File: config.mk
export PLATFORM = sky130hd
export DESIGN_NAME = mem_ctrl
export DESIGN_NICKNAME = d
export VERILOG_FILES = /design/src/rtl/mem_ctrl_pkg.sv /design/src/rtl/mem_ctrl.sv
export SDC_FILE = /design/constraint.sdc
export NUM_CORES = 1
export LEC_CHECK = 0
export CAP_MARGIN = 0
export CORE_MARGIN = 4
export CORE_UTILIZATION = 40
export CTS_CLUSTER_SIZE = 10
export DETAILED_ROUTE_END_ITERATION = 10
export PLACE_DENSITY = 0.77
export SLEW_MARGIN = 20
export SYNTH_ARGS = -nofsm -noshare
export SYNTH_HDL_FRONTEND = slang
export SYNTH_SLANG_ARGS = --single-unit
export TNS_END_PERCENT = 10
File: constraint.sdc
create_clock -name clk -period 4.6 [get_ports clk]
set_clock_uncertainty 0.2 [all_clocks]
set_input_delay 1.38 -clock clk [delete_from_list [all_inputs] [get_ports clk]]
set_output_delay 1.38 -clock clk [all_outputs]
set_load 0.01 [all_outputs]
File: src/rtl/mem_ctrl_pkg.sv
// Shared constants for the byte-wide RAM/IO memory controller: line geometry,
// access-size codes, IO region tag and FSM state encodings.
package mem_ctrl_pkg;

  localparam int LINE_BYTES     = 64;
  localparam int ICACHE_BLOCK_W = 8 * LINE_BYTES;
  localparam int CNT_W          = 7;

  localparam logic [1:0] MEM_BYTE = 2'b00;
  localparam logic [1:0] MEM_HALF = 2'b01;
  localparam logic [1:0] MEM_WORD = 2'b10;

  localparam logic [1:0] IO_ADDR_HI = 2'b11;

  localparam logic [2:0] ST_IDLE     = 3'd0;
  localparam logic [2:0] ST_IF_READ  = 3'd1;
  localparam logic [2:0] ST_LS_READ  = 3'd2;
  localparam logic [2:0] ST_LS_WRITE = 3'd3;
  localparam logic [2:0] ST_DONE     = 3'd4;

  // The illegal size code 2'b11 falls into the word case.
  function automatic logic [CNT_W-1:0] size_bytes(input logic [1:0] size);
    case (size)
      MEM_BYTE: size_bytes = CNT_W'(1);
      MEM_HALF: size_bytes = CNT_W'(2);
      default:  size_bytes = CNT_W'(4);
    endcase
  endfunction

endpackage

File: src/rtl/mem_ctrl.sv
// Memory controller serving I-cache line fills and LSB loads/stores over one
// byte-wide RAM/IO port, one request at a time with round-robin arbitration.
//
// state       | meaning
// ------------+----------------------------------------------------------
// ST_IDLE     | waiting for if_en / lsb_en, arbitrates on last_served
// ST_IF_READ  | issuing and capturing LINE_BYTES bytes into if_data
// ST_LS_READ  | issuing and capturing 1/2/4 bytes into lsb_rdata
// ST_LS_WRITE | writing 1/2/4 bytes, stalls on a full IO buffer
// ST_DONE     | single cycle with the done pulse high, then back to idle
module mem_ctrl
  import mem_ctrl_pkg::*;
(
  input  logic                      clk,
  input  logic                      rst,
  input  logic                      rdy,
  input  logic [7:0]                mem_din,
  output logic [7:0]                mem_dout,
  output logic [31:0]               mem_a,
  output logic                      mem_wr,
  input  logic                      io_buffer_full,
  input  logic                      if_en,
  input  logic [31:0]               if_pc,
  output logic [ICACHE_BLOCK_W-1:0] if_data,
  output logic                      if_done,
  input  logic                      lsb_en,
  input  logic                      lsb_wr,
  input  logic [31:0]               lsb_addr,
  input  logic [1:0]                lsb_size,
  input  logic [31:0]               lsb_wdata,
  output logic [31:0]               lsb_rdata,
  output logic                      lsb_done
);

  logic [2:0]                state_q, state_d;
  logic                      last_lsb_q, last_lsb_d;
  logic [31:0]               base_q, base_d;
  logic [CNT_W-1:0]          len_q, len_d;
  logic [CNT_W-1:0]          cnt_q, cnt_d;
  logic [31:0]               wdata_q, wdata_d;
  logic [31:0]               mem_a_q, mem_a_d;
  logic [7:0]                dout_q, dout_d;
  logic                      if_done_q, if_done_d;
  logic                      lsb_done_q, lsb_done_d;
  logic [ICACHE_BLOCK_W-1:0] line_q, line_d;
  logic [31:0]               rdata_q, rdata_d;

  logic [CNT_W-1:0] cnt_inc;
  logic [5:0]       cap_idx;
  logic [31:0]      next_a;
  logic             io_stall;
  logic             pick_if;
  logic             pick_ls;

  assign cnt_inc  = cnt_q + CNT_W'(1);
  // Data on mem_din belongs to the address issued one cycle earlier.
  assign cap_idx  = cnt_q[5:0] - 6'd1;
  assign next_a   = base_q + {{(32-CNT_W){1'b0}}, cnt_inc};
  assign io_stall = (base_q[17:16] == IO_ADDR_HI) && io_buffer_full;
  assign pick_if  = if_en && (!lsb_en || last_lsb_q);
  assign pick_ls  = lsb_en && !pick_if;

  assign mem_wr    = rdy && (state_q == ST_LS_WRITE) && !io_stall;
  assign mem_a     = mem_a_q;
  assign mem_dout  = dout_q;
  assign if_data   = line_q;
  assign if_done   = if_done_q;
  assign lsb_rdata = rdata_q;
  assign lsb_done  = lsb_done_q;

  always_comb begin
    state_d    = state_q;
    last_lsb_d = last_lsb_q;
    base_d     = base_q;
    len_d      = len_q;
    cnt_d      = cnt_q;
    wdata_d    = wdata_q;
    mem_a_d    = mem_a_q;
    dout_d     = dout_q;
    if_done_d  = if_done_q;
    lsb_done_d = lsb_done_q;
    line_d     = line_q;
    rdata_d    = rdata_q;
    if (rdy) begin
      case (state_q)
        ST_IDLE: begin
          if (pick_if) begin
            state_d    = ST_IF_READ;
            base_d     = if_pc;
            len_d      = CNT_W'(LINE_BYTES);
            cnt_d      = '0;
            mem_a_d    = if_pc;
            last_lsb_d = 1'b0;
          end else if (pick_ls) begin
            state_d    = lsb_wr ? ST_LS_WRITE : ST_LS_READ;
            base_d     = lsb_addr;
            len_d      = size_bytes(lsb_size);
            cnt_d      = '0;
            wdata_d    = lsb_wdata;
            mem_a_d    = lsb_addr;
            dout_d     = lsb_wdata[7:0];
            last_lsb_d = 1'b1;
            if (!lsb_wr) rdata_d = '0;
          end
        end
        ST_IF_READ, ST_LS_READ: begin
          if (cnt_q != '0) begin
            if (state_q == ST_IF_READ) line_d[{cap_idx, 3'b000} +: 8] = mem_din;
            else                       rdata_d[{cap_idx[1:0], 3'b000} +: 8] = mem_din;
          end
          if (cnt_q == len_q) begin
            state_d = ST_DONE;
            if (state_q == ST_IF_READ) if_done_d  = 1'b1;
            else                       lsb_done_d = 1'b1;
          end else begin
            cnt_d = cnt_inc;
            if (cnt_inc < len_q) mem_a_d = next_a;
          end
        end
        ST_LS_WRITE: begin
          if (!io_stall) begin
            if (cnt_inc == len_q) begin
              state_d    = ST_DONE;
              lsb_done_d = 1'b1;
            end else begin
              cnt_d   = cnt_inc;
              mem_a_d = next_a;
              dout_d  = wdata_q[{cnt_inc[1:0], 3'b000} +: 8];
            end
          end
        end
        ST_DONE: begin
          if_done_d  = 1'b0;
          lsb_done_d = 1'b0;
          state_d    = ST_IDLE;
        end
        default: state_d = ST_IDLE;
      endcase
    end
  end

  always_ff @(posedge clk or negedge rst) begin
    if (!rst) begin
      state_q    <= ST_IDLE;
      last_lsb_q <= 1'b1;
      base_q     <= '0;
      len_q      <= '0;
      cnt_q      <= '0;
      wdata_q    <= '0;
      mem_a_q    <= '0;
      dout_q     <= '0;
      if_done_q  <= 1'b0;
      lsb_done_q <= 1'b0;
      line_q     <= '0;
      rdata_q    <= '0;
    end else begin
      state_q    <= state_d;
      last_lsb_q <= last_lsb_d;
      base_q     <= base_d;
      len_q      <= len_d;
      cnt_q      <= cnt_d;
      wdata_q    <= wdata_d;
      mem_a_q    <= mem_a_d;
      dout_q     <= dout_d;
      if_done_q  <= if_done_d;
      lsb_done_q <= lsb_done_d;
      line_q     <= line_d;
      rdata_q    <= rdata_d;
    end
  end

endmodule

==> reports/metrics.cfg, run 1 <==
[synthesis]
synth_xor_xnor_area_share=0.0110
share_of_synthesized_area_occupied_by_flip_flops_and_latches=0.566
post_synth_instance_area_um2=29400
synth_compound_area_frac=0.0431
synth.top_cell.area_share=0.566
syn-mean-instance-area_um2=13.0
largest_cells_by_area_after_synthesis=dfrtp_1 57%, mux2_2 20%, nor2_1 2.8%, mux2i_1 1.8%, nand2_1 1.6%
synth_top_family_by_area=multiplexers
yosys.area_share.adder=0.00835
synth_common_cells=664 x dfrtp_1, 530 x mux2_2, 222 x nor2_1, 129 x nand2_1, 86 x clkbuf_1
synth.net_count=2399
synth_enable_flop_cells=0
synth.lib_cells_used.distinct=84
yosys.area.top_type=dfrtp_1
synth_warnings=0
post-synth-top-count-cell=dfrtp_1
postSynth.topFlopCell=dfrtp_1
mux_contribution_to_synthesized_area=0.243
post_synth_inst_count=2267
synth-seq-cells=665
post_synth_and_or_nand_nor_area_fraction=0.106
synth_async_sr_flop_share=1.00

[route]
detail-route-antenna-nets=0
finalWirelength_um=103000
routed_via_density=5.45
vias=21800
met2_wirelength_um=50800
met1_layer_wirelength_in_the_final_routing_um=40100
avgRoutedWirePerCell_um=25.8
drc=0
first_iter_violations=1457
top_layer=met5
route.met3.wl_um=7720
detailedRoute.firstPassIterationCount=5

[clock_tree]
master_cell_of_the_clock_root_buffer=clkbuf_16
clk_latency_ps=610
clock_tree_from_tritoncts=done
cts_buffers=79
ctsHtreeMaxLevel=3
cts_resized=0
clk_transition_reported_paths_ps=50
ctsHoldBuffers=0
ctsLongestPathBuffers=3
cts.sink_count=665
post_cts_setup_repair_buffer_count=0

[critical_path]
worstRegToRegCells=8
data_required_time_of_the_critical_path_ps=3020
crit_arrival_ps=2870
endpoint_kind=output port
critical_path_peak_fanout=2
startpoint_type_of_the_worst_setup_path=input pin
criticalPathCategory=in2out

[floorplan]
dieWidth_um=279
row_count=99
starting_density_of_the_core=0.403
die_area_um2=77900
core_um2=72800
floorplan.die.height_um=279
io_pins=700

[placement]
detailedPlacementHpwl_um=75600
buffer_ports.inserted=699
routabilityCongestion=0.857

[pwr]
vdd_ir_drop_max_mv=0.350
p_leak_nw=18.9
power-per-cell-area_nw_per_um2=500

[grt]
wire_length_of_the_first_global_routing_pass_um=152000
grt_start_max_net_pins=80
globalRoute.totalOverflow=0
track_usage=0.259
initial_antenna_violation_count=1
first_global_vias=22900

[sta]
setup-tns-final_ps=0
layout_min_cycle_time_ps=4450
max-slew-margin-rel=0.235
finalCritPeriodShare=0.967
setup_repair_after_global_routing_missed_its_margin=no
timing.final.hold_violations=0
fmaxAchievable_mhz=225
report.final.slew_viol_count=0
worstMarginPinSlew_ps=1140
setup_viol=0
fin_worst_hold_slack_ps=271

[hold_path]
worst_hold_path.num_cells=2
hold_path_class=reg2reg

[layout]
area_delta_synth_final_pct=36.9
nets=3136
post_route_cells_drive_above_1_share=0.269
filler_cell_count=5985

[status]
run_status=complete, no violations

[run]
max-cap-violations=0

[report_power, final]
group          switching (mW)  internal [mW]
Sequential              0.571           6.59
Combinational            4.45           2.63
Clock                    2.50           3.34
Total                    7.52           12.6
[state kept, by name, indices dropped and copies added, names as in the netlist, 3 cells and up]
name,count
wdata_q,32
len_q,4
lsb_rdata,32
mem_a,32
cnt_q,7
base_q,32
if_data,512
mem_dout,8
state_q,3
[through the flow]
step / instance area [µm²] / worst slack [ps] / utilization / std cells / power [mW]
finish: 40200 / 150 / 0.552 / 3991 / 20.1
global route: 40200 / 57.1 / 0.552 / 3991 / 21.0
CTS: 40200 / 150 / 0.552 / 3989 / 20.2
detailed placement: 37800 / 124 / 0.519 / 3881 / 14.3
global placement: 37800 / 98.6 / 0.519 / 3881 / 14.2
floorplan: 29400 / 1090 / - / 2267 / 11.2
[critical path, stage by stage]
cell and delay, ps:
clkdlybuf4s50_1 390, and3_1 220, nor3b_1 280, clkdlybuf4s50_1 590
[layer usage]
| layer | up-vias | track usage |
|---|---|---|
| met4 | 2 | 0.101 |
| met3 | 207 | 0.0699 |
| met1 | 11200 | 0.320 |
| li1 | 9513 | - |
| met2 | 831 | 0.433 |
| met5 | - | 0.00549 |
[worst paths after layout]
| path | slack, ps | startpoint | endpoint |
|---|---|---|---|
| setup / recovery | 150 | io_buffer_full | mem_wr |
| hold / removal | 270 | lsb_rdata[1] | lsb_rdata[1] |
| setup reg to reg | 390 | cnt_q[1] | if_data[65] |
| hold reg to reg | 270 | lsb_rdata[1] | lsb_rdata[1] |
| max in group asynchronous | 2710 | rst | lsb_rdata[24] |
| min in group asynchronous | 530 | rst | if_data[490] |
[final cells by class]
type	count	area [µm²]	area share
flip-flops and latches	665	16600	0.414
multi-input cells	1454	12200	0.303
repair buffers	777	7690	0.191
clock buffers	97	2090	0.0521
well taps	959	1200	0.0298
clock inverters	11	283	0.00703
inverters	27	101	0.00252
diodes	1	2.50	0.0000622
[layout by cell type (no fill, tap or decap), drive strengths merged, types with 44 or more instances in the layout]
cell type      count
nand3             79
mux2             569
o21ai             79
mux2i             53
dfrtp            664
clkbuf            97
clkdlybuf4s50    690
buf               87
nor2             224
nand4             44
nand2            132
[kinds of logic (layout without fill, tap and decap cells)]
family,after synthesis,count (layout)
multiplexers,630,630
flip-flops,665,665
XOR/XNOR,31,31
adder cells (fa/ha/maj),19,19
AND/OR/NAND/NOR,573,573
other,0,1
buffers and inverters,148,912
AO/OA/AOI/OAI,201,201
(Power assumes the default switching activity.)
==> run 2: changes to the inputs <==
--- a/config.mk
+++ b/config.mk
@@ -6,11 +6,12 @@
 export NUM_CORES = 1
 export LEC_CHECK = 0
 export CAP_MARGIN = 0
-export CORE_MARGIN = 4
-export CORE_UTILIZATION = 40
+export CORE_AREA = 4 4 270 272
 export CTS_CLUSTER_SIZE = 10
 export DETAILED_ROUTE_END_ITERATION = 10
-export PLACE_DENSITY = 0.77
+export DIE_AREA = 0 0 274 276
+export GPL_TIMING_DRIVEN = 0
+export PLACE_DENSITY = 0.79
 export SLEW_MARGIN = 20
 export SYNTH_ARGS = -nofsm -noshare
 export SYNTH_HDL_FRONTEND = slang
==> reports/metrics.cfg, run 2 (synthesis results as in run 1) <==
[route]
drc=0
met2_wirelength_um=50800
met1_layer_wirelength_in_the_final_routing_um=40900
top_layer=met4
first_iter_violations=1718
detailedRoute.firstPassIterationCount=6
routed_via_density=5.49
finalWirelength_um=105000
detail-route-antenna-nets=0
route.met3.wl_um=7990
vias=22100
avgRoutedWirePerCell_um=26.1

[layout]
commonest_non_fill_non_tap_cell_in_the_layout=clkdlybuf4s50_1
area_delta_synth_final_pct=36.4
filler_cell_count=5713
largest_register_ff_count=512
finish.utilization=0.567
post_route_cells_drive_above_1_share=0.245
layout.cells.most_common_list=690 x clkdlybuf4s50_1, 664 x dfrtp_1, 530 x mux2_2, 222 x nor2_1, 129 x nand2_1
post-route-cell-area_um2=40100
post_layout_nonfiller_instances=4031
nets=3180

[sta]
layout_min_cycle_time_ps=4490
finalCritPeriodShare=0.976
timing.final.hold_violations=0
setup_repair_after_global_routing_missed_its_margin=yes
setup_viol=0
setup-tns-final_ps=0
report.final.slew_viol_count=0
max-slew-margin-rel=0.197
worstMarginPinSlew_ps=1190
fmaxAchievable_mhz=223

[critical_path]
worstRegToRegCells=9
startpoint_type_of_the_worst_setup_path=register
data_required_time_of_the_critical_path_ps=4890
rr_startpoint=cnt_q[0]
criticalPathCategory=reg2reg
endpoint_kind=register
crit_arrival_ps=4780
library_cell_contributing_the_largest_single_delay_on_the_critical_path=dfrtp_1
critical_path_peak_fanout=12
slowest_delay_ps=610
timing.rr.end=if_data[310]
critPathTopFamily=buffers and inverters
rrSetupSlack_ps=110
critical_path_s_most_frequent_cell=clkbuf_1
timing.critical_path.buf_inv=4
worstPathCellList=inv_1 -> ha_1 -> clkbuf_2 -> a31oi_1 -> xnor2_4 -> clkbuf_1 -> clkbuf_1 -> nor2_1 -> mux2_2

[clock_tree]
clk_transition_reported_paths_ps=50
cts_buffers=80
ctsHtreeMaxLevel=3
clock_tree_from_tritoncts=done
ctsLongestPathBuffers=3
clk_latency_ps=630
master_cell_of_the_clock_root_buffer=clkbuf_16
cts.sink_count=665

[hold_path]
startpoint_of_the_most_critical_hold_path=lsb_rdata[4]
hold_path_class=reg2reg
hold_end=lsb_rdata[4]
worst_hold_path.num_cells=2

[floorplan]
die_area_um2=75600
row_count=98
starting_density_of_the_core=0.415
dieWidth_um=274
io_pins=700
floorplan.die.height_um=276
core_um2=70800

[pwr]
vdd_ir_drop_max_mv=0.350
p_leak_nw=18.8
total_power_mw=20.2
power-per-cell-area_nw_per_um2=505

[placement]
buffer_ports.inserted=691
placed_cell_area_um2=37700
routabilityCongestion=0.899
detailedPlacementHpwl_um=78300
dpl.cell_count=3915

[grt]
track_usage=0.275
globalRoute.totalOverflow=0
first_global_vias=23100
initial_antenna_violation_count=4
wire_length_of_the_first_global_routing_pass_um=156000
grt_start_max_net_pins=99

[run]
max-cap-violations=0

[status]
run_status=complete, no violations

run 2: area by class of cell:
class                           instances  area, µm²  area share
Sequential cell                       665      16600       0.415
Multi-Input combinational cell       1454      12100       0.303
Timing Repair Buffer                  699       7130       0.178
Clock buffer                          102       2180      0.0543
Tap cell                              950       1190      0.0297
Buffer                                121        541      0.0135
Clock inverter                         10        171     0.00428
Inverter                               27        101     0.00253
Antenna cell                            3       7.51    0.000187
run 2: report_power, final:
group / switching, mW / internal [mW]
Clock: 2.48 / 3.36
Combinational: 4.75 / 2.54
Sequential: 0.521 / 6.59
run 2: worst register-to-register path: stages (launching register included):
cell and delay (ps):
dfrtp_1 610, inv_1 280, ha_1 520, clkbuf_2 370, a31oi_1 310, xnor2_4 480, clkbuf_1 620, clkbuf_1 540
nor2_1 150, mux2_2 290
run 2: repair_timing:
item,CTS,global route
buffers inserted,0,0
endpoints found under the setup margin,274,55
hold buffers,0,0
resized for setup,3,3
pin swaps,0,1
run 2: how the worst max path moves through the flow:
stage              startpoint  depth (start not counted)  slack (ps)      endpoint
3_3_place_gp              rst                          1      -28130  if_data[288]
4_1_cts              cnt_q[0]                          9          30   if_data[29]
5_1_grt              cnt_q[0]                          9        -120  if_data[310]
2_1_floorplan  io_buffer_full                          2        1090        mem_wr
6_report             cnt_q[0]                          9         110  if_data[310]
3_5_place_dp         cnt_q[0]                          9        -280  if_data[310]
run 2: per-stage QoR:
stage | setup WS (ps) | hold WS [ps]
floorplan | 1090 | 247
global placement | -28130 | 261
detailed placement | -283 | 267
CTS | 28.7 | 278
global route | -118 | 299
finish | 110 | 278
run 2: layer usage:
layer,global-route usage,up-vias
li1,-,9603
met1,0.343,11400
met2,0.448,885
met3,0.0706,249
met4,0.128,0
met5,0,-
